## src/rtl/am_insert_module.sv

```systemverilog
// Per-lane TX alignment-marker inserter: replaces one 66-bit slot per period with
// the lane marker, carrying BIP3/BIP7 over every block sent since the previous marker.
module am_insert_module #(
  parameter int NB_CODED_BLOCK = 66,
  parameter int NB_AM          = 48,
  parameter int NB_AM_PERIOD   = 16,
  parameter int NB_BIP         = 8,
  parameter int NB_AM_COUNTER  = 32
) (
  input  logic                      i_clock,
  input  logic                      i_reset_n,
  input  logic                      i_rf_enable,
  input  logic                      i_valid,
  input  logic [NB_CODED_BLOCK-1:0] i_data,
  input  logic [NB_AM-1:0]          i_rf_am_value,
  input  logic [NB_AM_PERIOD-1:0]   i_rf_am_period,
  output logic                      o_ready,
  output logic [NB_CODED_BLOCK-1:0] o_data,
  output logic                      o_valid,
  output logic                      o_am_insert,
  output logic [NB_AM_COUNTER-1:0]  o_am_counter
);

  localparam int NB_PAYLOAD = NB_CODED_BLOCK - 2;
  localparam int NB_WORDS   = NB_PAYLOAD / NB_BIP;
  localparam int NB_HALF_AM = NB_AM / 2;

  logic [NB_AM_PERIOD-1:0]   slot_q,   slot_d;
  logic [NB_BIP-1:0]         acc_q,    acc_d;
  logic [NB_CODED_BLOCK-1:0] data_q,   data_d;
  logic                      valid_q,  valid_d;
  logic                      am_ins_q, am_ins_d;
  logic [NB_AM_COUNTER-1:0]  am_cnt_q, am_cnt_d;

  logic [NB_AM_PERIOD-1:0]   period_last;
  logic                      am_slot;
  logic [NB_BIP-1:0]         bip3;
  logic [NB_CODED_BLOCK-1:0] am_block;

  // Bit-interleaved parity of one block; the two sync-header bits fold into lanes 3 and 4.
  function automatic logic [NB_BIP-1:0] block_parity(input logic [NB_CODED_BLOCK-1:0] blk);
    logic [NB_BIP-1:0] p;
    p = '0;
    for (int i = 0; i < NB_BIP; i++) begin
      for (int m = 0; m < NB_WORDS; m++) begin
        p[i] = p[i] ^ blk[i + NB_BIP*m];
      end
    end
    p[3] = p[3] ^ blk[NB_CODED_BLOCK-2];
    p[4] = p[4] ^ blk[NB_CODED_BLOCK-1];
    return p;
  endfunction

  assign period_last = (i_rf_am_period < NB_AM_PERIOD'(2)) ? NB_AM_PERIOD'(1)
                                                           : i_rf_am_period - NB_AM_PERIOD'(1);

  // A slot beyond a freshly lowered period behaves as slot 0, so the marker goes out at once.
  assign am_slot = (slot_q == '0) || (slot_q > period_last);

  assign bip3     = acc_q;
  assign am_block = {2'b10,
                     i_rf_am_value[NB_AM-1:NB_HALF_AM], bip3,
                     i_rf_am_value[NB_HALF_AM-1:0],     ~bip3};

  assign o_ready = ~(i_rf_enable && am_slot);

  always_comb begin
    // NOTE: every signal gets a default first so no path leaves it unassigned (no latches).
    slot_d   = slot_q;
    acc_d    = acc_q;
    data_d   = data_q;
    valid_d  = 1'b0;
    am_ins_d = am_ins_q;
    am_cnt_d = am_cnt_q;

    if (!i_rf_enable) begin
      slot_d   = '0;
      acc_d    = '0;
      am_ins_d = 1'b0;
      valid_d  = i_valid;
      if (i_valid) begin
        data_d = i_data;
      end
    end else if (i_valid) begin
      valid_d = 1'b1;
      if (am_slot) begin
        data_d   = am_block;
        acc_d    = block_parity(am_block);
        am_ins_d = 1'b1;
        am_cnt_d = am_cnt_q + NB_AM_COUNTER'(1);
        slot_d   = NB_AM_PERIOD'(1);
      end else begin
        data_d   = i_data;
        acc_d    = acc_q ^ block_parity(i_data);
        am_ins_d = 1'b0;
        slot_d   = (slot_q >= period_last) ? '0 : slot_q + NB_AM_PERIOD'(1);
      end
    end
  end

  // NOTE: sequential state uses non-blocking assignments so all flops update together.
  always_ff @(posedge i_clock or negedge i_reset_n) begin
    if (!i_reset_n) begin
      slot_q   <= '0;
      acc_q    <= '0;
      data_q   <= '0;
      valid_q  <= 1'b0;
      am_ins_q <= 1'b0;
      am_cnt_q <= '0;
    end else begin
      slot_q   <= slot_d;
      acc_q    <= acc_d;
      data_q   <= data_d;
      valid_q  <= valid_d;
      am_ins_q <= am_ins_d;
      am_cnt_q <= am_cnt_d;
    end
  end

  assign o_data       = data_q;
  assign o_valid      = valid_q;
  assign o_am_insert  = am_ins_q;
  assign o_am_counter = am_cnt_q;

endmodule
```

## config.mk

```make
export PLATFORM = sky130hd
export DESIGN_NAME = am_insert_module
export DESIGN_NICKNAME = d
export VERILOG_FILES = /design/src/rtl/am_insert_module.sv
export SDC_FILE = /design/constraint.sdc
export NUM_CORES = 1
export LEC_CHECK = 0
export CAP_MARGIN = 15
export CORE_MARGIN = 2
export CORE_UTILIZATION = 58
export DETAILED_ROUTE_END_ITERATION = 12
export DONT_BUFFER_PORTS = 1
export PLACE_DENSITY = 0.77
export SLEW_MARGIN = 20
export SYNTH_ARGS = -nofsm -noshare
export SYNTH_HDL_FRONTEND = slang
export SYNTH_SLANG_ARGS = --single-unit
```

## constraint.sdc

```tcl
create_clock -name i_clock -period 5.1 [get_ports i_clock]
set_input_delay 1.02 -clock i_clock [delete_from_list [all_inputs] [get_ports i_clock]]
set_output_delay 1.02 -clock i_clock [all_outputs]
set_load 0.02 [all_outputs]
```

==> metrics.cfg <==
[setup_path]
cp_top_family = simple AND/OR/NAND/NOR gates
criticalPathCategory = in -> out
critical_path.cell_chain = or4_4 > or3_4 > or4_4 > nor3_2 > a21oi_1 > ha_1 > nand4_4 > o21bai_2 > or4b_4 > o311a_4 > inv_6
crit_buf_inv = 1
cp-startpoint = i_rf_am_period[9]
critPathMaxStageDelay_ns = 0.55
end_kind = primary output
worstPathRequired_ns = 4.08
reg2reg_from = slot_q[13]
arrival_ns = 4.12
cp_max_fo = 3
startpoint_type = primary input
cp_common_cell = or4_4
crit_path_top_delay_cell = or4b_4

[die]
die_w_microns = 119
die_y_microns = 119
die_area_sq_mm = 0.0141
pin_count = 235
start_util_pct = 59.9
rows = 41
core-area_sq_mm = 0.0127

[synth]
ys_seq_area_share_pct = 40.7
synthArstFlopShare_pct = 100
yosys.area.top_type_share_pct = 40.7
synthTopCellsByArea = dfrtp_1 (41%), xnor2_1 (14%), nand2_1 (7.9%)
synth.distinct_cells = 53
synth_top_family_by_area = simple AND/OR/NAND/NOR gates
synthFlopType = dfrtp_1
syn_nets = 1007
synth-edff-count = 0
synth_xor_xnor_area_share_pct = 17.2
synth_warnings = 0
yosys.area.top_type = dfrtp_1
avgSynthCellArea_sq_um = 8.94
post_synth_fa_ha_maj_area_fraction_pct = 3.28
synthMuxAreaShare_pct = 1.21
syn_inst = 853
synthSimpleGateAreaFrac_pct = 22.4
ys_ff_latch = 124
syn_area_sq_mm = 0.00762
synth-compound-area-share_pct = 11.5

[layout]
fin_cells = 1027
antennaDiodeCount = 0
fin_nets = 997
syn2layout_area_growth_pct = 10.8
final_common_cell = nand2_1
final_cell_mix = nand2_1 (160), dfrtp_1 (124), xnor2_1 (118)
drive_above_1_share_pct = 9.01
finalInstanceArea_sq_mm = 0.00845

[sta]
tightest_slew_ns = 0.710
period_share_pct = 101
fin_crit_ns = 5.14
finalClockSkew_ns = 0.0123
setup_viol = 1
drv_slew = 0
worst_hold_slack_ns = 0.297
slew_headroom_pct = 52.6
rsz0062_at_grt = yes
hold_violations = 0
fmaxAchievable_mhz = 195
fin_ws_ns = -0.0409

[cts]
cts_max_level = 4
clk_latency_ns = 0.42
cts_sinks = 124
clk_path_buf_depth = 2
root_buffer = clkbuf_16
cts_buffers = 17
cts_tree = done
holdBufCountCts = 0
cts_setup_buffers = 0
clk_pin_slew_worst_paths_ns = 0.05

[drt]
via_count = 6330
drt-wirelength-per-cell_microns = 21.0
drt_iter0_markers = 624
wl_microns = 21600
viasPerCell = 6.16
drc_errors = 0
detail-route-antenna-nets = 0
first_pass_iters = 5

[global_route]
grt_pass1_vias = 6291
grt_overflow = 0
grt_usage_pct = 31.1
antenna_found_initial = 0
grt_max_degree = 163
grt_pass1_wl_microns = 34500

[power]
leakage_uw = 0.00354
power.density_mw_per_mm2 = 362
vdd_ir_drop_max_uv = 241

[outcome]
status = complete, but fails checks
violations = setup timing

[flow_run]
maxCapViolations = 0

[min_path]
hold_path.class = in -> async

[placement]
io_buffer_count = 0
place_hpwl_microns = 16000
place_area_sq_mm = 0.00777
place_congestion = 0.949
dp_cells = 996
dp_slack_ns = -0.108

[cells in the mapped netlist, types with 4 or more instances]
master and number:
nor3_1 25, o21ai_0 13, ha_1 20, and2_1 6, o21a_1 12, nand3_1 16
or4_1 4, nand2_1 161, buf_6 4, nor3b_1 7, nor4_2 11, o311ai_0 4
nor2_1 82, clkbuf_1 26, inv_1 11, dfrtp_1 124, and3_1 6, nand4_1 17
xnor2_1 118, xor2_1 32, mux2i_1 7, nor4_1 8, a22o_1 5, a31oi_1 56
o31ai_1 4, buf_2 12, a21oi_1 22
[final cells by class]
class,instances,area [sq um]
clock inverters,6,83.8
fillers,1065,4270
repair buffers,18,148
inverters,12,50.0
clock buffers,25,505
well taps,172,215
multi-input cells,670,4350
flip-flops and latches,124,3100
[metal layers]
layer | vias up | global-route usage (%) | part of all wire [%]
met5 | - | 0 | 0
met3 | 28 | 10.2 | 10
met1 | 3045 | 41.0 | 41
met4 | 0 | 9.30 | 1.7
li1 | 2926 | - | -
met2 | 331 | 48.9 | 48
[worst register-to-register path, cell delays in order (launching register included)]
cell      delay, ns
dfrtp_1        0.44
ha_1           0.37
nand4_4        0.12
buf_4          0.18
nor4_4         0.28
a21boi_4       0.24
o311a_4        0.24
buf_4          0.30
buf_4          0.47
nand2_1        0.17
a31oi_1        0.19
[where the power goes]
group          internal, uW  leakage [uW]  switching [uW]
Combinational           247       0.00172             288
Clock                   780      0.000293             423
Sequential             1090       0.00152             232
[logic make-up (layout without fill, tap and decap cells)]
logic type	count (synthesis)	after routing
adder cells (fa/ha/maj)	20	20
multiplexers	9	9
buffers and inverters	59	61
XOR/XNOR	150	150
AND/OR/NAND/NOR	360	360
AO/OA/AOI/OAI	131	131
flip-flops	124	124
[sequential cells by signal, summed over array words and instances (netlist names)]
register / count
acc_q: 8
o_am_counter: 32
o_am_insert: 1
o_data: 66
o_valid: 1
slot_q: 16
[final timing paths]
| kind | end | slack (ns) | cells past startpoint |
|---|---|---|---|
| setup / recovery | o_ready | -0.04 | 11 |
| hold / removal | o_am_counter[16] | 0.30 | 0 |
| setup reg to reg | o_data[25] | 2.04 | 10 |
| hold reg to reg | o_data[33] | 0.61 | 2 |
| max in group asynchronous | acc_q[1] | 4.55 | 0 |
| min in group i_clock | o_data[33] | 0.61 | 2 |
[per-stage QoR]
| step | TNS [ns] | util [%] | power [uW] |
|---|---|---|---|
| final | -0.0409 | 66.4 | 3060 |
| after detailed placement | -2.98 | 61.1 | 1860 |
| after floorplan | -0.224 | - | 1740 |
| after global routing | -0.0999 | 66.4 | 3180 |
| after global placement | -0.0566 | 61.1 | 1830 |
| after CTS | 0 | 66.0 | 3070 |
[repair_timing]
action,in CTS,in global routing
pin swaps,4,1
endpoints found under the setup margin,1,1
resized for setup,7,9
Power figures use the tool's default switching activity.
